$ cat src/rtl/enemy_sprite_renderer_if.sv
// Sprite ROM bus between the renderer (master) and the colour ROM (slave).
// The renderer supplies a column/row address and the ROM answers combinationally.
interface enemy_sprite_renderer_if;
  logic [9:0] SpriteX;
  logic [9:0] SpriteY;
  logic [7:0] SpriteR;
  logic [7:0] SpriteG;
  logic [7:0] SpriteB;

  modport master (output SpriteX, output SpriteY, input SpriteR, input SpriteG, input SpriteB);
  modport slave  (input SpriteX, input SpriteY, output SpriteR, output SpriteG, output SpriteB);
endinterface

$ cat src/rtl/enemy_sprite_renderer.sv
// Enemy sprite renderer: during horizontal blank, fetch one sprite row from the ROM
// into a line buffer, then overlay it on the following scanline at the latched column.
module enemy_sprite_renderer #(
  parameter int SPRITE_W = 9,
  parameter int SPRITE_H = 7,
  parameter int V_TOTAL  = 525
) (
  input  logic       Clk,
  input  logic       Reset,
  input  logic [9:0] DrawX,
  input  logic [9:0] DrawY,
  input  logic       line_start,
  input  logic [9:0] EnemyX,
  input  logic [9:0] EnemyY,
  input  logic       enemy_alive,
  enemy_sprite_renderer_if.master romBus,
  output logic [7:0] PixelR,
  output logic [7:0] PixelG,
  output logic [7:0] PixelB,
  output logic       pixel_on,
  output logic       busy
);

  localparam int CW = (SPRITE_W > 1) ? $clog2(SPRITE_W) : 1;

  typedef enum logic [1:0] {IDLE, FETCH, READY} stateT;

  stateT         state;
  stateT         nextState;
  logic [CW-1:0] fetchCnt;
  logic [9:0]    latchX;
  logic [9:0]    rowReg;
  logic          valid;
  logic [23:0]   lineBuf [0:(1<<CW)-1];

  logic [10:0]   nextY;
  logic [10:0]   rowFull;
  logic          startFetch;
  logic          lastFetch;
  logic [10:0]   hitOff;
  logic          hit;
  logic [23:0]   entry;
  logic          opaque;

  // Row selection for the scanline about to be drawn, wrapping at the frame end.
  always_comb begin
    nextY      = (DrawY == 10'(V_TOTAL - 1)) ? 11'd0 : ({1'b0, DrawY} + 11'd1);
    rowFull    = nextY - {1'b0, EnemyY};
    startFetch = enemy_alive && (nextY >= {1'b0, EnemyY}) && (rowFull < 11'(SPRITE_H));
    lastFetch  = (fetchCnt == CW'(SPRITE_W - 1));
  end

  always_ff @(posedge Clk) begin
    if (Reset) state <= IDLE;
    else       state <= nextState;
  end

  always_comb begin
    nextState      = state;
    busy           = 1'b0;
    romBus.SpriteX = '0;
    romBus.SpriteY = '0;
    if (line_start)                      nextState = startFetch ? FETCH : IDLE;
    else if (state == FETCH && lastFetch) nextState = READY;
    if (!Reset && state == FETCH) begin
      busy           = 1'b1;
      romBus.SpriteX = 10'(fetchCnt);
      romBus.SpriteY = rowReg;
    end
  end

  // A line_start always wins over fetch progress, so an in-flight fetch is simply restarted.
  always_ff @(posedge Clk) begin
    if (Reset) begin
      fetchCnt <= '0;
      latchX   <= '0;
      rowReg   <= '0;
      valid    <= 1'b0;
    end else if (line_start) begin
      latchX   <= EnemyX;
      valid    <= 1'b0;
      fetchCnt <= '0;
      if (startFetch) rowReg <= rowFull[9:0];
    end else if (state == FETCH) begin
      if (lastFetch) begin
        fetchCnt <= '0;
        valid    <= 1'b1;
      end else begin
        fetchCnt <= fetchCnt + 1'b1;
      end
    end
  end

  always_ff @(posedge Clk) begin
    if (!Reset && !line_start && state == FETCH)
      lineBuf[fetchCnt] <= {romBus.SpriteR, romBus.SpriteG, romBus.SpriteB};
  end

  // Hit window compared in 11 bits so a sprite near column 1023 never wraps to column 0.
  always_comb begin
    hitOff = {1'b0, DrawX} - {1'b0, latchX};
    hit    = valid && (DrawX >= latchX) && (hitOff < 11'(SPRITE_W));
    entry  = lineBuf[hitOff[CW-1:0]];
    opaque = hit && (entry != 24'h000000);
  end

  always_ff @(posedge Clk) begin
    if (Reset) begin
      PixelR   <= '0;
      PixelG   <= '0;
      PixelB   <= '0;
      pixel_on <= 1'b0;
    end else begin
      PixelR   <= opaque ? entry[23:16] : 8'h00;
      PixelG   <= opaque ? entry[15:8]  : 8'h00;
      PixelB   <= opaque ? entry[7:0]   : 8'h00;
      pixel_on <= opaque;
    end
  end

endmodule

$ cat src/flat_wrapper.sv
// flat-port wrapper written by rule: the top's interface ports become plain ports
module enemy_sprite_renderer_flat 
#(
  parameter int SPRITE_W = 9,
  parameter int SPRITE_H = 7,
  parameter int V_TOTAL  = 525
)
  (Clk, Reset, DrawX, DrawY, line_start, EnemyX, EnemyY, enemy_alive, PixelR, PixelG, PixelB, pixel_on, busy, romBus_SpriteX, romBus_SpriteY, romBus_SpriteR, romBus_SpriteG, romBus_SpriteB);
  enemy_sprite_renderer_if romBus_i ();
  input  logic Clk;
  input  logic Reset;
  input  logic [9:0] DrawX;
  input  logic [9:0] DrawY;
  input  logic line_start;
  input  logic [9:0] EnemyX;
  input  logic [9:0] EnemyY;
  input  logic enemy_alive;
  output logic [7:0] PixelR;
  output logic [7:0] PixelG;
  output logic [7:0] PixelB;
  output logic pixel_on;
  output logic busy;
  output wire logic [$bits(romBus_i.SpriteX)-1:0] romBus_SpriteX;
  output wire logic [$bits(romBus_i.SpriteY)-1:0] romBus_SpriteY;
  input wire logic [$bits(romBus_i.SpriteR)-1:0] romBus_SpriteR;
  input wire logic [$bits(romBus_i.SpriteG)-1:0] romBus_SpriteG;
  input wire logic [$bits(romBus_i.SpriteB)-1:0] romBus_SpriteB;
  assign romBus_SpriteX = romBus_i.SpriteX;
  assign romBus_SpriteY = romBus_i.SpriteY;
  assign romBus_i.SpriteR = romBus_SpriteR;
  assign romBus_i.SpriteG = romBus_SpriteG;
  assign romBus_i.SpriteB = romBus_SpriteB;
  enemy_sprite_renderer #(.SPRITE_W(SPRITE_W), .SPRITE_H(SPRITE_H), .V_TOTAL(V_TOTAL)) u_core (.Clk(Clk), .Reset(Reset), .DrawX(DrawX), .DrawY(DrawY), .line_start(line_start), .EnemyX(EnemyX), .EnemyY(EnemyY), .enemy_alive(enemy_alive), .romBus(romBus_i), .PixelR(PixelR), .PixelG(PixelG), .PixelB(PixelB), .pixel_on(pixel_on), .busy(busy));
endmodule
$ cat config.mk
export PLATFORM = sky130hd
export DESIGN_NAME = enemy_sprite_renderer_flat
export DESIGN_NICKNAME = d
export VERILOG_FILES = /design/src/rtl/enemy_sprite_renderer_if.sv /design/src/rtl/enemy_sprite_renderer.sv /design/src/flat_wrapper.sv
export SDC_FILE = /design/constraint.sdc
export NUM_CORES = 1
export LEC_CHECK = 0
export BUFFER_PORTS_ARGS = -buffer_cell sky130_fd_sc_hd__buf_2
export CORE_MARGIN = 2
export CORE_UTILIZATION = 60
export DETAILED_ROUTE_END_ITERATION = 8
export PLACE_DENSITY = 0.79
export SLEW_MARGIN = 10
export SYNTH_ARGS = -nofsm -noshare
export SYNTH_HDL_FRONTEND = slang
export SYNTH_SLANG_ARGS = --single-unit
$ cat constraint.sdc
create_clock -name Clk -period 7.1 [get_ports Clk]
set_input_delay 1.42 -clock Clk [delete_from_list [all_inputs] [get_ports Clk]]
set_output_delay 1.42 -clock Clk [all_outputs]
set_load 0.005 [all_outputs]
# Word level (Yosys, flattened, before mapping)
# Memories as Yosys holds them, arrays and structs flattened.
# Index checks and enable logic that the tools add are counted.
dict set report totals {
  regBits 52
  mem_bits_rw 384
  out_inout_bits 46
  word_cells 49
  memories 1
}
# name words word_bits rd rd_ports_with_merged_regs write_ports line_no
set mem_list {}
lappend mem_list {u_core.lineBuf 16 24 1 0 1 enemy_sprite_renderer.sv:34} ;# logic [23:0] lineBuf [0:(1<<CW)-1];
dict set report op_classes {
  add_sub_neg 4
  n_lt_le_gt_ge 4
  n_eq_ne 3
  n_mux 10
  n_bitwise 1
  reduce_logical 17
}
# operator n
set ops {}
lappend ops {{$reduce_bool 24->1} 1}
lappend ops {{$add 10x1->11 const B} 1}
lappend ops {{$ge 11x10->1} 1}
lappend ops {{$lt 11x3->1 const B} 1}
lappend ops {{$lt 11x4->1 const B} 1}
lappend ops {{$mux 11} 1}
lappend ops {{$sub 10x10->11} 1}
lappend ops {{$sub 11x10->11} 1}
lappend ops {{$eq 10x10->1 const B} 1}
lappend ops {{$ge 10x10->1} 1}
lappend ops {{$mux 10} 1}
lappend ops {{$logic_and 1x1->1} 9}
lappend ops {{$mux 4} 2}
lappend ops {{$add 4x1->4 const B} 1}
lappend ops {{$eq 4x4->1 const B} 1}
lappend ops {{$mux 1} 4}
lappend ops {{$mux 2} 2}
lappend ops {{$reduce_and 2->1} 2}
lappend ops {{$reduce_or 2->1} 2}
lappend ops {{$eq 2x1->1 const B} 1}
lappend ops {{$logic_not 1->1} 2}
lappend ops {{$reduce_bool 2->1} 1}
lappend ops {{$not 1->1} 1}

# Depth between registers and ports, before layout
# Gate-level depths: netlist of the first run.
dict set report depth {
  word_depth 7
  depth_mapped 17
  mapped_depth_nobuf 16
}

# Worst setup path after synthesis of the first run
# Ideal clock, no wire load.
dict set report synth_timing {
  path_kind {input port to flip-flop}
  startpoint {in DrawX[0]}
  endpoint {reg u_core.PixelB[1]}
  setup_time_ps 149
  t_arrival_ps 4270
  required_time_ps 6951
  setup_slack_ps 2682
  stages 14
  n_path_buf 4
  path_cell_list {inv_1 ha_1 inv_1 fa_1 buf_2 buf_2 clkbuf_1 mux4_2 o41ai_1 nand4_1 o21a_1 o211ai_2 buf_4 a2111oi_2}
}
dict set report synth_via {
  elab_chain_len 6
  word_cells_on_any_way 10
  cone_classes {add/sub (1); order compare (2); bitwise (1); reduce/logical (5); memory (1)}
}
# element line_no
set synth_rtl {}
lappend synth_rtl {{from (decl)} flat_wrapper.sv:12} ;# input logic [9:0] DrawX;
lappend synth_rtl {{$sub 10x10->11 / $ge 10x10->1 (equally long branches)} {enemy_sprite_renderer.sv:101, enemy_sprite_renderer.sv:102}}
lappend synth_rtl {{$mem_v2 16x24 (tied with other cells)} -}
lappend synth_rtl {{$reduce_bool 24->1 / $logic_and 1x1->1 (equally long branches)} {enemy_sprite_renderer.sv:104, enemy_sprite_renderer.sv:102}}
lappend synth_rtl {{$logic_and 1x1->1} enemy_sprite_renderer.sv:104} ;# opaque = hit && (entry != 24'h000000);
lappend synth_rtl {{$not 1->1 (no line)} -}
lappend synth_rtl {{$reduce_or 2->1 (no line)} -}
lappend synth_rtl {{to (signal assigned)} enemy_sprite_renderer.sv:116} ;# PixelB <= opaque ? entry[7:0] : 8'h00;
lappend synth_rtl {{to (decl)} enemy_sprite_renderer.sv:19} ;# output logic [7:0] PixelB,
# Several ways; a longest one is shown, not always the timed one.
# A chain may end at the register's enable or synchronous reset.

# Worst setup path in the final report of the first run
dict set report layout_timing {
  startpoint {in DrawX[0]}
  endpoint {reg u_core.PixelG[4]}
}
dict set report layout_via {
  elab_chain_len 6
  word_cells_on_any_way 10
  cone_classes {add/sub (1); order compare (2); bitwise (1); reduce/logical (5); memory (1)}
}
# element line_no
set layout_rtl {}
lappend layout_rtl {{$sub 10x10->11 / $ge 10x10->1 (equally long branches)} {enemy_sprite_renderer.sv:101, enemy_sprite_renderer.sv:102}}
lappend layout_rtl {{$mem_v2 16x24 (tied with other cells)} -}
lappend layout_rtl {{$reduce_bool 24->1 / $logic_and 1x1->1 (equally long branches)} {enemy_sprite_renderer.sv:104, enemy_sprite_renderer.sv:102}}
lappend layout_rtl {{$logic_and 1x1->1} enemy_sprite_renderer.sv:104}
lappend layout_rtl {{$not 1->1 (no line)} -}
lappend layout_rtl {{$reduce_or 2->1 (no line)} -}
lappend layout_rtl {{to (signal assigned)} enemy_sprite_renderer.sv:115} ;# PixelG <= opaque ? entry[15:8] : 8'h00;
lappend layout_rtl {{to (decl)} enemy_sprite_renderer.sv:18} ;# output logic [7:0] PixelG,
# Several ways; a longest one is shown, not always the timed one.

==> results.md, run 1 <==
- GRT Total Usage: 25.4%
- Gate Count Post-Synth: 984
- Hold_buf cts: 0
- Detailed Route Iter0 Violations: 1,117
- Post-route cell area: 20,200 um^2
- Outcome: finished, final reports clean
- Yosys top cell by area: edfxtp_1
- P_leak: 6.95 nW
- Max Clock Skew: 0.0306 ns
- # nets final: 1,203
- Die H: 176 um
- Peak supply drop: 0.240 mV
- Crit path launch type: primary input
- First-pass GRT wire length: 57,600 um
- Share of layout cells above drive strength 1: 28.0%
- Rel. slew slack: 25.2%
- RSZ-0062 raised after global routing: false
- I/O pin cnt: 114
- CTS buffer count: 43
- CTS tree: built
- Syn avg cell area: 18.1 um^2
- Asr flop ratio synth: 0%
- Synth Flop Type: edfxtp_1
- Core ar.: 29,500 um^2
- Highest clock rate: 175 MHz
- Starting Density: 60.5%
- Final GP Congestion: 0.812
- Minimum clock period: 5.73 ns
- Die Span X: 176 um
- CTS sink cnt: 436
- Antenna Violating Nets Remaining: 0
- Register area share after synthesis: 70.5%
- Hold Crit Class: reg2reg
- Power Dens Cells: 273 nW/um^2
- YS warnings: 0
- Rows: 63
- Worst-skew pair later-pin latency: 0.56 ns
- Largest fanout on the critical path: 65
- Top-count cell post-synth: edfxtp_1
- Required @ worst endpoint: 7.52 ns
- WL/cell: 25.3 um
- Post-cts resize count: 0
- Final setup fails: 0
- Post-DP Area: 18,900 um^2
- Overall power: 5.53 mW
- Crit path arrival time: 6.15 ns
- Post-Route WL: 38,800 um
- Setup TNS: 0 ns
- Commonest cells post-synth: edfxtp_1 (384), mux4_2 (96), dfxtp_1 (52), mux2i_1 (51), nor2_1 (40)
- First-pass detailed-route iteration total: 5
- Worst-path clk slew: 0.06 ns
- Core Util, Final: 68.6%
- Final hold violation count: 0
- Vias in the first global route: 9,663
- H-tree depth: 2
- Largest net degree at the start of global routing: 66
- Synthesis-to-finish area growth: 13.4%
- Setup Fix Bufs, Post-CTS: 0
- Number of synthesized flops with an enable pin: 384
- Tcrit/Tclk final: 80.6%
- DRC Markers: 0
- Pins Over Slew Limit: 0
- GRT overflow: 0
- Max_cap viols: 0
- Synth top area cells: edfxtp_1 (65%), mux4_2 (12%), dfxtp_1 (5.8%)
- Root buffer cell: clkbuf_16
- I/O Buffers: 107
- Synthesized flop and latch total: 436
- DP Wirelength: 22,200 um
- Yosys top cell area share: 64.6%
- CP endpoint kind: flip-flop
- Yosys cell types: 57
- CTS max path bufs: 3
- Worst-Margin Slew: 1.12 ns
- Worst Hold Slack: 0.456 ns
- Via count: 9,528
- Die ar.: 31,100 um^2
- Critical path type: in2reg
- Drt via density: 6.22
- Initial antenna violation count: 2
- Cell area after synthesis: 17,800 um^2
-- path summary, 6_finish.rpt --
path / start / end / slack [ns] / cells after the start
worst max-delay path: DrawX[0] / u_core.PixelG[4] / 1.37 / 14
worst min-delay path: u_core.rowReg[2] / u_core.rowReg[2] / 0.46 / 2
worst max register to register: u_core.latchX[0] / u_core.PixelG[4] / 2.05 / 12
worst min register to register: u_core.rowReg[2] / u_core.rowReg[2] / 0.46 / 2
-- sequential cells by signal, summed over array words and instances, names as in the netlist --
signal / cells
u_core.lineBuf: 384
u_core.latchX: 10
u_core.rowReg: 10
u_core.PixelB: 8
u_core.PixelG: 8
u_core.PixelR: 8
u_core.fetchCnt: 4
u_core.state: 2
u_core.pixel_on: 1
u_core.valid: 1
-- layout make-up --
type | instances | area, um^2
tap | 390 | 488
timing repair buffer | 125 | 671
inverter | 29 | 109
antenna | 1 | 2.50
fill | 1879 | 9250
clock inverter | 18 | 149
clock buffer | 61 | 1200
multi-input combinational | 472 | 5030
sequential | 436 | 12600
-- metal layers --
metal  up-vias  part of all wire, %  track usage (%)
li1       4177                    -                -
met1      4867                   39             33.9
met2       418                   51             43.0
met3        64                  7.4             4.76
met4         2                  2.5             7.71
met5         -                0.034                0
-- worst max-delay path: stages --
cell and delay [ns]:
buf_2 0.10, inv_1 0.08, ha_4 0.13, inv_1 0.04
fa_4 1.45, buf_4 0.50, mux4_2 0.38, o41ai_1 0.42
and3_1 0.21, nand4_1 0.09, o21a_1 0.14, o211ai_2 0.69
buf_4 0.35, nor3b_1 0.09
-- report_power, final --
part	internal, mW	switching, mW	total (mW)
clock network	1.23	0.938	2.17
logic	0.251	0.323	0.574
registers	2.79	0.00205	2.79
-- per-stage QoR --
step,std cells,worst slack (ns)
after global placement,1452,0.979
after detailed placement,1452,0.900
after global routing,1531,1.18
after CTS,1531,1.44
final,1532,1.37
after floorplan,989,2.68
-- logic make-up (layout without fill, tap and decap cells) --
family	count (synthesis)	in the layout	share of synthesized area, %
DFF	436	436	70.5
and+or+nand+nor	188	188	5.65
muxes	154	154	15.4
buffers and inverters	81	233	2.16
AOI/OAI and AO/OA	78	78	3.26
adders and majority gates	28	28	2.05
xor gates and xnor gates	18	18	0.968
other	1	7	0.0210
-- cell usage in the layout (no fill, tap or decap), types with 10 or more instances in the layout --
cell       synthesis  final
mux2i_1           51     51
nand2_1           28     28
ha_1              26     25
nor3b_1           15     15
clkbuf_16          0     43
nor2_4             1     11
inv_1             29     29
edfxtp_1         384    384
buf_4             15     18
xor2_1            10     10
buf_2             14    107
clkbuf_1          22     12
nand3_1           14     14
mux4_2            96     96
nor2_1            40     29
a211oi_1          10     10
o21ai_0           15     15
dfxtp_1           52     52
and3_1            18     18
nor2b_1           11     11
a21oi_1           15     15
nor3_1            23     18
(Power assumes the default switching activity.)
==> run 2, diff against run 1 <==
--- a/config.mk
+++ b/config.mk
@@ -5,6 +5,7 @@
 export SDC_FILE = /design/constraint.sdc
 export NUM_CORES = 1
 export LEC_CHECK = 0
+export ABC_AREA = 1
 export BUFFER_PORTS_ARGS = -buffer_cell sky130_fd_sc_hd__buf_2
 export CORE_MARGIN = 2
 export CORE_UTILIZATION = 60
==> constraint.sdc (replaced) <==
create_clock -name Clk -period 5.98 [get_ports Clk]
set_input_delay 1.196 -clock Clk [delete_from_list [all_inputs] [get_ports Clk]]
set_output_delay 1.196 -clock Clk [all_outputs]
set_load 0.005 [all_outputs]
==> run 2 against run 1 <==
  * Sequential share of layout area shrank 2.5 points
  * Global-route usage grew 1.8 points
  * Clock power grew 24%
  * Clock skew shrank 0.017 ns
  * Wire length grew 16%
  * Power grew 25%
  * Register-to-register slack lost 0.30 ns
  * Sequential power grew 19%
  * Non-clock buffer count shrank 4
  * Clock-buffer cell count grew 3
  * Hold slack lost 0.0014 ns
  * Largest cell class unchanged
  * Largest power group unchanged
  * Highest routed layer unchanged
==> results.md, run 2 <==
- Synth Flop Type: edfxtp_1
- CTS tree: built
- Reg with most FFs: u_core.lineBuf
- Final hold violation count: 0
- Worst-Margin Slew: 1.25 ns
- CP endpoint kind: flip-flop
- Hold Crit Class: reg2reg
- Final setup fails: 0
- Setup TNS: 0 ns
- Syn avg cell area: 10.3 um^2
- Register area share after synthesis: 66.9%
- Final GP Congestion: 0.819
- Yosys cell types: 31
- Mux cell area share after synthesis: 0%
- Top-count cell post-synth: nand2_1
- Largest regs: u_core.lineBuf: 384 flops, u_core.latchX: 10 flops, u_core.rowReg: 10 flops
- Most common cell after layout, fill and taps aside: nand2_1
- GRT Total Usage: 27.2%
- N_diodes: 0
- Yosys top cell area share: 61.4%
- Max Clock Skew: 0.0137 ns
- Rel. slew slack: 16.2%
- CTS sink cnt: 436
- RR Startpoint: u_core.latchX[0]
- P_leak: 8.53 nW
- Hold Path Depth: 2
- Drt via density: 5.77
- Post-Synth Simple-Gate Area: 23.2%
- Hold Crit Start: u_core.rowReg[3]
- Adder-Cell Fraction of Synth Area: 1.94%
- Number of synthesized flops with an enable pin: 384
- Max_cap viols: 0
- Worst Hold Slack: 0.454 ns
- H-tree depth: 2
- I/O Buffers: 107
- # nets final: 2,010
- R2r worst-path depth: 15
- Starting Density: 61.1%
- FILL cells: 2,217
- Gate Count Post-Synth: 1,831
- Critical path type: in2reg
- Yosys top cell by area: edfxtp_1
- DRC Markers: 0
- Outcome: finished, final reports clean
- Post-cts resize count: 0
- Initial antenna violation count: 1
- CTS max path bufs: 3
- Share of layout cells above drive strength 1: 11.0%
- Flop-to-flop setup slack: 1.75 ns
- Cells after DPL: 2,264
- Commonest cells post-synth: nand2_1 (609), edfxtp_1 (384), nand3_1 (294), inv_1 (148), nor2_1 (121)
- Crit path launch type: primary input
- Commonest non-fill, non-tap cells in the layout: nand2_1 (608), edfxtp_1 (384), nand3_1 (294)
- Detailed Route Iter0 Violations: 1,763
- GRT overflow: 0
- WL/cell: 19.2 um
- Peak supply drop: 0.381 mV
- Fin cells: 2,341
- Root buffer cell: clkbuf_16
- Register area: 12,600 um^2
- Crit path launch: DrawX[0]
- I/O pin cnt: 114
- RR Endpoint: u_core.PixelB[4]
- Worst-skew pair later-pin latency: 0.53 ns
- XOR/XNOR Fraction of Synth Area: 0.559%
- Setup Fix Bufs, Post-CTS: 0
- Synthesized flop and latch total: 436
- Core ar.: 30,700 um^2
- Asr flop ratio synth: 0%
- DP Wirelength: 24,000 um
- Largest family of logic cells by synthesized area: simple AND/OR/NAND/NOR gates
- Die Span X: 181 um
- Synthesis-to-finish area growth: 12.2%
- Pins Over Slew Limit: 0
- Hold_buf cts: 0
- Cell area after synthesis: 18,800 um^2
- Required @ worst endpoint: 6.34 ns
- Largest fanout on the critical path: 88
- Rows: 64
- Die H: 181 um
- Compound-Gate Fraction of Synth Area: 1.92%
- Highest clock rate: 213 MHz
- Hold endpoint: u_core.rowReg[3]
- Post-Route WL: 44,900 um
- Power Dens Cells: 329 nW/um^2
- Minimum clock period: 4.70 ns
- RSZ-0062 raised after global routing: false
- YS warnings: 0
- Via count: 13,500
- Largest net degree at the start of global routing: 196
- Antenna Violating Nets Remaining: 0
- Multi-input gate area: 5350 um^2
- First-pass GRT wire length: 68,900 um
- CTS buffer count: 44
- Vias in the first global route: 12,700
- Worst-path clk slew: 0.06 ns
- Max reg flops: 384
- Tcrit/Tclk final: 78.7%
- First-pass detailed-route iteration total: 5
- Synth top area cells: edfxtp_1 (61%), nand2_1 (12%), nand3_1 (7.8%)
- Die ar.: 32,700 um^2
- Crit path arrival time: 5.07 ns
[run 2: cell count changes after synthesis, sizes merged, moves of 11 or more]
cell	before	now
nor2	41	121
a2111oi	12	0
mux2i	51	0
mux4	96	0
nor3b	15	0
and3	18	0
buf	30	72
nand3	14	294
inv	29	151
nand2	28	611
a21oi	15	31
nor2b	11	0
nor3	23	6
[run 2: power by group]
| group | switching, mW | leakage (nW) | total [mW] | internal, mW |
|---|---|---|---|---|
| clock network | 1.10 | 0.701 | 2.69 | 1.59 |
| logic | 0.663 | 3.96 | 0.932 | 0.269 |
| registers | 0.00144 | 3.87 | 3.31 | 3.31 |
| total | 1.77 | 8.53 | 6.93 | 5.17 |
[run 2: metal layers]
layer / vias to the layer above / wire [um] / share of wire (%) / track usage [%]
li1: 6276 / - / - / -
met5: - / 23 / 0.051 / 0
met4: 2 / 990 / 2.2 / 7.28
met2: 708 / 21600 / 48 / 45.0
met3: 90 / 4120 / 9.2 / 4.23
met1: 6422 / 18100 / 40 / 37.9
[run 2: worst max-delay path by stage]
stage,end,slack (ns)
final,u_core.PixelB[4],1.28
after detailed placement,u_core.PixelB[4],0.91
after floorplan,u_core.rowReg[1],2.10
after CTS,u_core.PixelB[4],1.39
after global placement,u_core.PixelB[4],1.03
after global routing,u_core.PixelB[4],1.11
[run 2: final cells by class]
type	count	area share [%]
flip-flops and latches	436	59.6
inverters	151	2.71
multi-input cells	1160	25.4
clock inverters	13	0.582
clock buffers	64	6.13
well taps	396	2.35
repair buffers	121	3.22
[run 2: worst max-delay path, stage by stage]
cell     delay (ns)
buf_2          0.09
inv_1          0.08
ha_4           0.13
inv_1          0.05
fa_4           0.77
buf_4          0.80
nand3_1        0.16
nand2_1        0.13
nand2_1        0.06
nand3_1        0.09
nand2_1        0.14
nor2_1         0.23
nand3_1        0.15
nor2_1         0.13
nand2_1        0.07
nand2_2        0.46
nor2_1         0.20
[run 2: kinds of logic after synthesis]
group                      Yosys count
and+or+nand+nor                   1047
adders and majority gates           28
other                                1
DFF                                436
buffers and inverters              240
xor gates and xnor gates            12
AOI/OAI and AO/OA                   67
[run 2: per-stage QoR]
step,total power [mW],setup WS [ns],area (um^2),utilization (%)
floorplan,4.01,2.10,18800,-
global placement,4.26,1.03,19700,63.9
detailed placement,4.28,0.912,19700,63.9
CTS,6.93,1.39,21100,68.5
global route,7.16,1.11,21100,68.5
finish,6.93,1.28,21100,68.5
==> run 3, diff against run 2 <==
--- a/config.mk
+++ b/config.mk
@@ -8,9 +8,9 @@
 export ABC_AREA = 1
 export BUFFER_PORTS_ARGS = -buffer_cell sky130_fd_sc_hd__buf_2
 export CORE_MARGIN = 2
-export CORE_UTILIZATION = 60
+export CORE_UTILIZATION = 55
 export DETAILED_ROUTE_END_ITERATION = 8
-export PLACE_DENSITY = 0.79
+export PLACE_DENSITY = 0.76
 export SLEW_MARGIN = 10
 export SYNTH_ARGS = -nofsm -noshare
 export SYNTH_HDL_FRONTEND = slang
==> constraint.sdc (replaced) <==
create_clock -name Clk -period 4.3 [get_ports Clk]
set_input_delay 0.86 -clock Clk [delete_from_list [all_inputs] [get_ports Clk]]
set_output_delay 0.86 -clock Clk [all_outputs]
set_load 0.005 [all_outputs]
==> run 3 against run 2 <==
  * Utilization is 4.7 points lower
  * Via count decreased by 0.39%
  * Flip-flop and latch count unchanged
  * Clock-buffer cell count shrank 4
==> results.md, run 3 (same netlist as run 2, synthesis figures left out) <==
- Post-Route WL: 45,100 um
- Post-route cell area: 21,500 um^2
- Max reg flops: 384
- CP endpoint kind: flip-flop
- Peak supply drop: 0.324 mV
- Crit path arrival time: 3.99 ns
- Max_cap viols: 0
- RR Endpoint: u_core.PixelG[0]
- P_leak: 8.70 nW
- Crit path cell chain: buf_2 > inv_1 > ha_1 > nand3_1 > nor4_1 > buf_4 > a21oi_1 > ha_1 > a21oi_1 > nand2_1 > nand2_1 > nand2_1 > nand2_1 > nand3_1 > o21ai_0 > nand3_1 > nand2_1 > a21oi_1
- H-tree depth: 2
- RR Startpoint: u_core.latchX[0]
- Die ar.: 35,700 um^2
- Worst-Margin Slew: 0.879 ns
- Die Span X: 189 um
- Root buffer cell: clkbuf_16
- WL/cell: 18.6 um
- Crit path launch: DrawY[0]
- Fin cells: 2,423
- Multi-input gate area: 5350 um^2
- Worst Setup Slack, final: 0.723 ns
- Max Clock Skew: 0.0232 ns
- Core ar.: 33,600 um^2
- Hold endpoint: u_core.latchX[5]
- CTS buffer count: 45
- First-pass detailed-route iteration total: 6
- Cells after DPL: 2,341
- Commonest non-fill, non-tap cells in the layout: nand2_1 (608), edfxtp_1 (384), nand3_1 (294)
- DP Wirelength: 24,800 um
- Starting Density: 55.9%
- CTS tree: built
- Antenna Violating Nets Remaining: 0
- Final hold violation count: 0
- CTS sink cnt: 436
- Vias in the first global route: 13,000
- Final GP Congestion: 0.827
- Worst-path clk slew: 0.06 ns
- GRT Total Usage: 25.4%
- Pre-CTS WS: 0.281 ns
- Final setup fails: 0
- Most common cell after layout, fill and taps aside: nand2_1
- R2r worst-path depth: 17
- Pins Over Slew Limit: 0
- Synthesis-to-finish area growth: 14.3%
- Hold Crit Class: reg2reg
- Setup Fix Bufs, Post-CTS: 0
- Worst-skew pair later-pin latency: 0.55 ns
- Largest net degree at the start of global routing: 100
- Reg with most FFs: u_core.lineBuf
- Largest fanout on the critical path: 12
- Hold_buf cts: 0
- Setup TNS: 0 ns
- I/O pin cnt: 114
- Post-cts resize count: 0
- Register area: 12,600 um^2
- Slowest CP cell: nand3_1
- # nets final: 2,036
- Flop-to-flop setup slack: 0.90 ns
- Drt via density: 5.55
- Crit path launch type: primary input
- Highest clock rate: 280 MHz
- Share of layout cells above drive strength 1: 12.3%
- Detailed Route Iter0 Violations: 1,232
- Power Dens Cells: 449 nW/um^2
- GRT overflow: 0
- Rel. slew slack: 41.4%
- Rows: 67
- Tcrit/Tclk final: 83.2%
- Post-DP Area: 20,100 um^2
- Largest regs: u_core.lineBuf: 384 flops, u_core.latchX: 10 flops, u_core.rowReg: 10 flops
- Die H: 189 um
- RSZ-0062 raised after global routing: false
- Outcome: finished, final reports clean
- Critical path type: in2reg
- Via count: 13,400
- Slowest cell delay on critical path: 0.41 ns
- First-pass GRT wire length: 69,800 um
- FILL cells: 2,524
- CTS max path bufs: 3
- DRC Markers: 0
- Minimum clock period: 3.58 ns
- Initial antenna violation count: 1
- I/O Buffers: 107
- Hold Crit Start: u_core.latchX[5]
- Required @ worst endpoint: 4.71 ns
- Most frequent cell on the critical path: nand2_1
- Hold Path Depth: 2
- Overall power: 9.65 mW
-- run 3: changes by cell type in the layout (fill, tap and decap cells not counted), moves of 2 or more --
| cell | change |
|---|---|
| clkbuf_8 | +5 |
| clkinv_1 | +6 |
| inv_4 | -2 |
| clkinv_2 | -3 |
| buf_12 | +11 |
| clkinvlp_4 | +2 |
| buf_4 | +14 |
| inv_6 | +5 |
| clkbuf_16 | -3 |
| clkbuf_1 | -6 |
-- run 3: final cells by class --
class	count	area share (%)
antenna	1	0.0117
clock buffer	60	5.88
clock inverter	21	0.694
inverter	151	2.66
multi-input combinational	1160	24.9
sequential	436	58.6
tap	448	2.61
timing repair buffer	146	4.67
-- run 3: layer usage --
metal  wire (um)  global-route usage, %  vias up
li1            -                      -     6339
met1       19000                   35.3     6373
met2       21500                   42.0      655
met3        3730                   3.95       77
met4         869                   6.82        2
met5           8                      0        -
-- run 3: through the flow --
step                      util [%]  hold WS (ns)
after floorplan                  -         0.432
after global placement        59.7         0.447
after detailed placement      59.7         0.449
after CTS                     63.9         0.459
after global routing          63.9         0.474
final                         63.9         0.460
-- run 3: worst max-delay path, delay by kind of cell --
family                     cells  cell delay [ns]
AOI/OAI and AO/OA              4             0.65
adders and majority gates      2             0.48
buffers and inverters          3             0.38
and+or+nand+nor                9             1.59
-- run 3: worst max path at each step --
stage	end	slack (ns)	cells past startpoint
6_report	u_core.rowReg[3]	0.72	18
5_1_grt	u_core.rowReg[6]	0.29	18
4_1_cts	u_core.PixelG[0]	0.79	19
3_5_place_dp	u_core.rowReg[3]	0.28	20
3_3_place_gp	u_core.PixelB[3]	0.33	19
2_1_floorplan	u_core.rowReg[1]	0.76	21
-- run 3: power by group --
group / switching, mW / internal (mW)
clock: 1.58 / 2.13
sequential: 0.00192 / 4.60
combinational: 0.914 / 0.419
total: 2.50 / 7.15
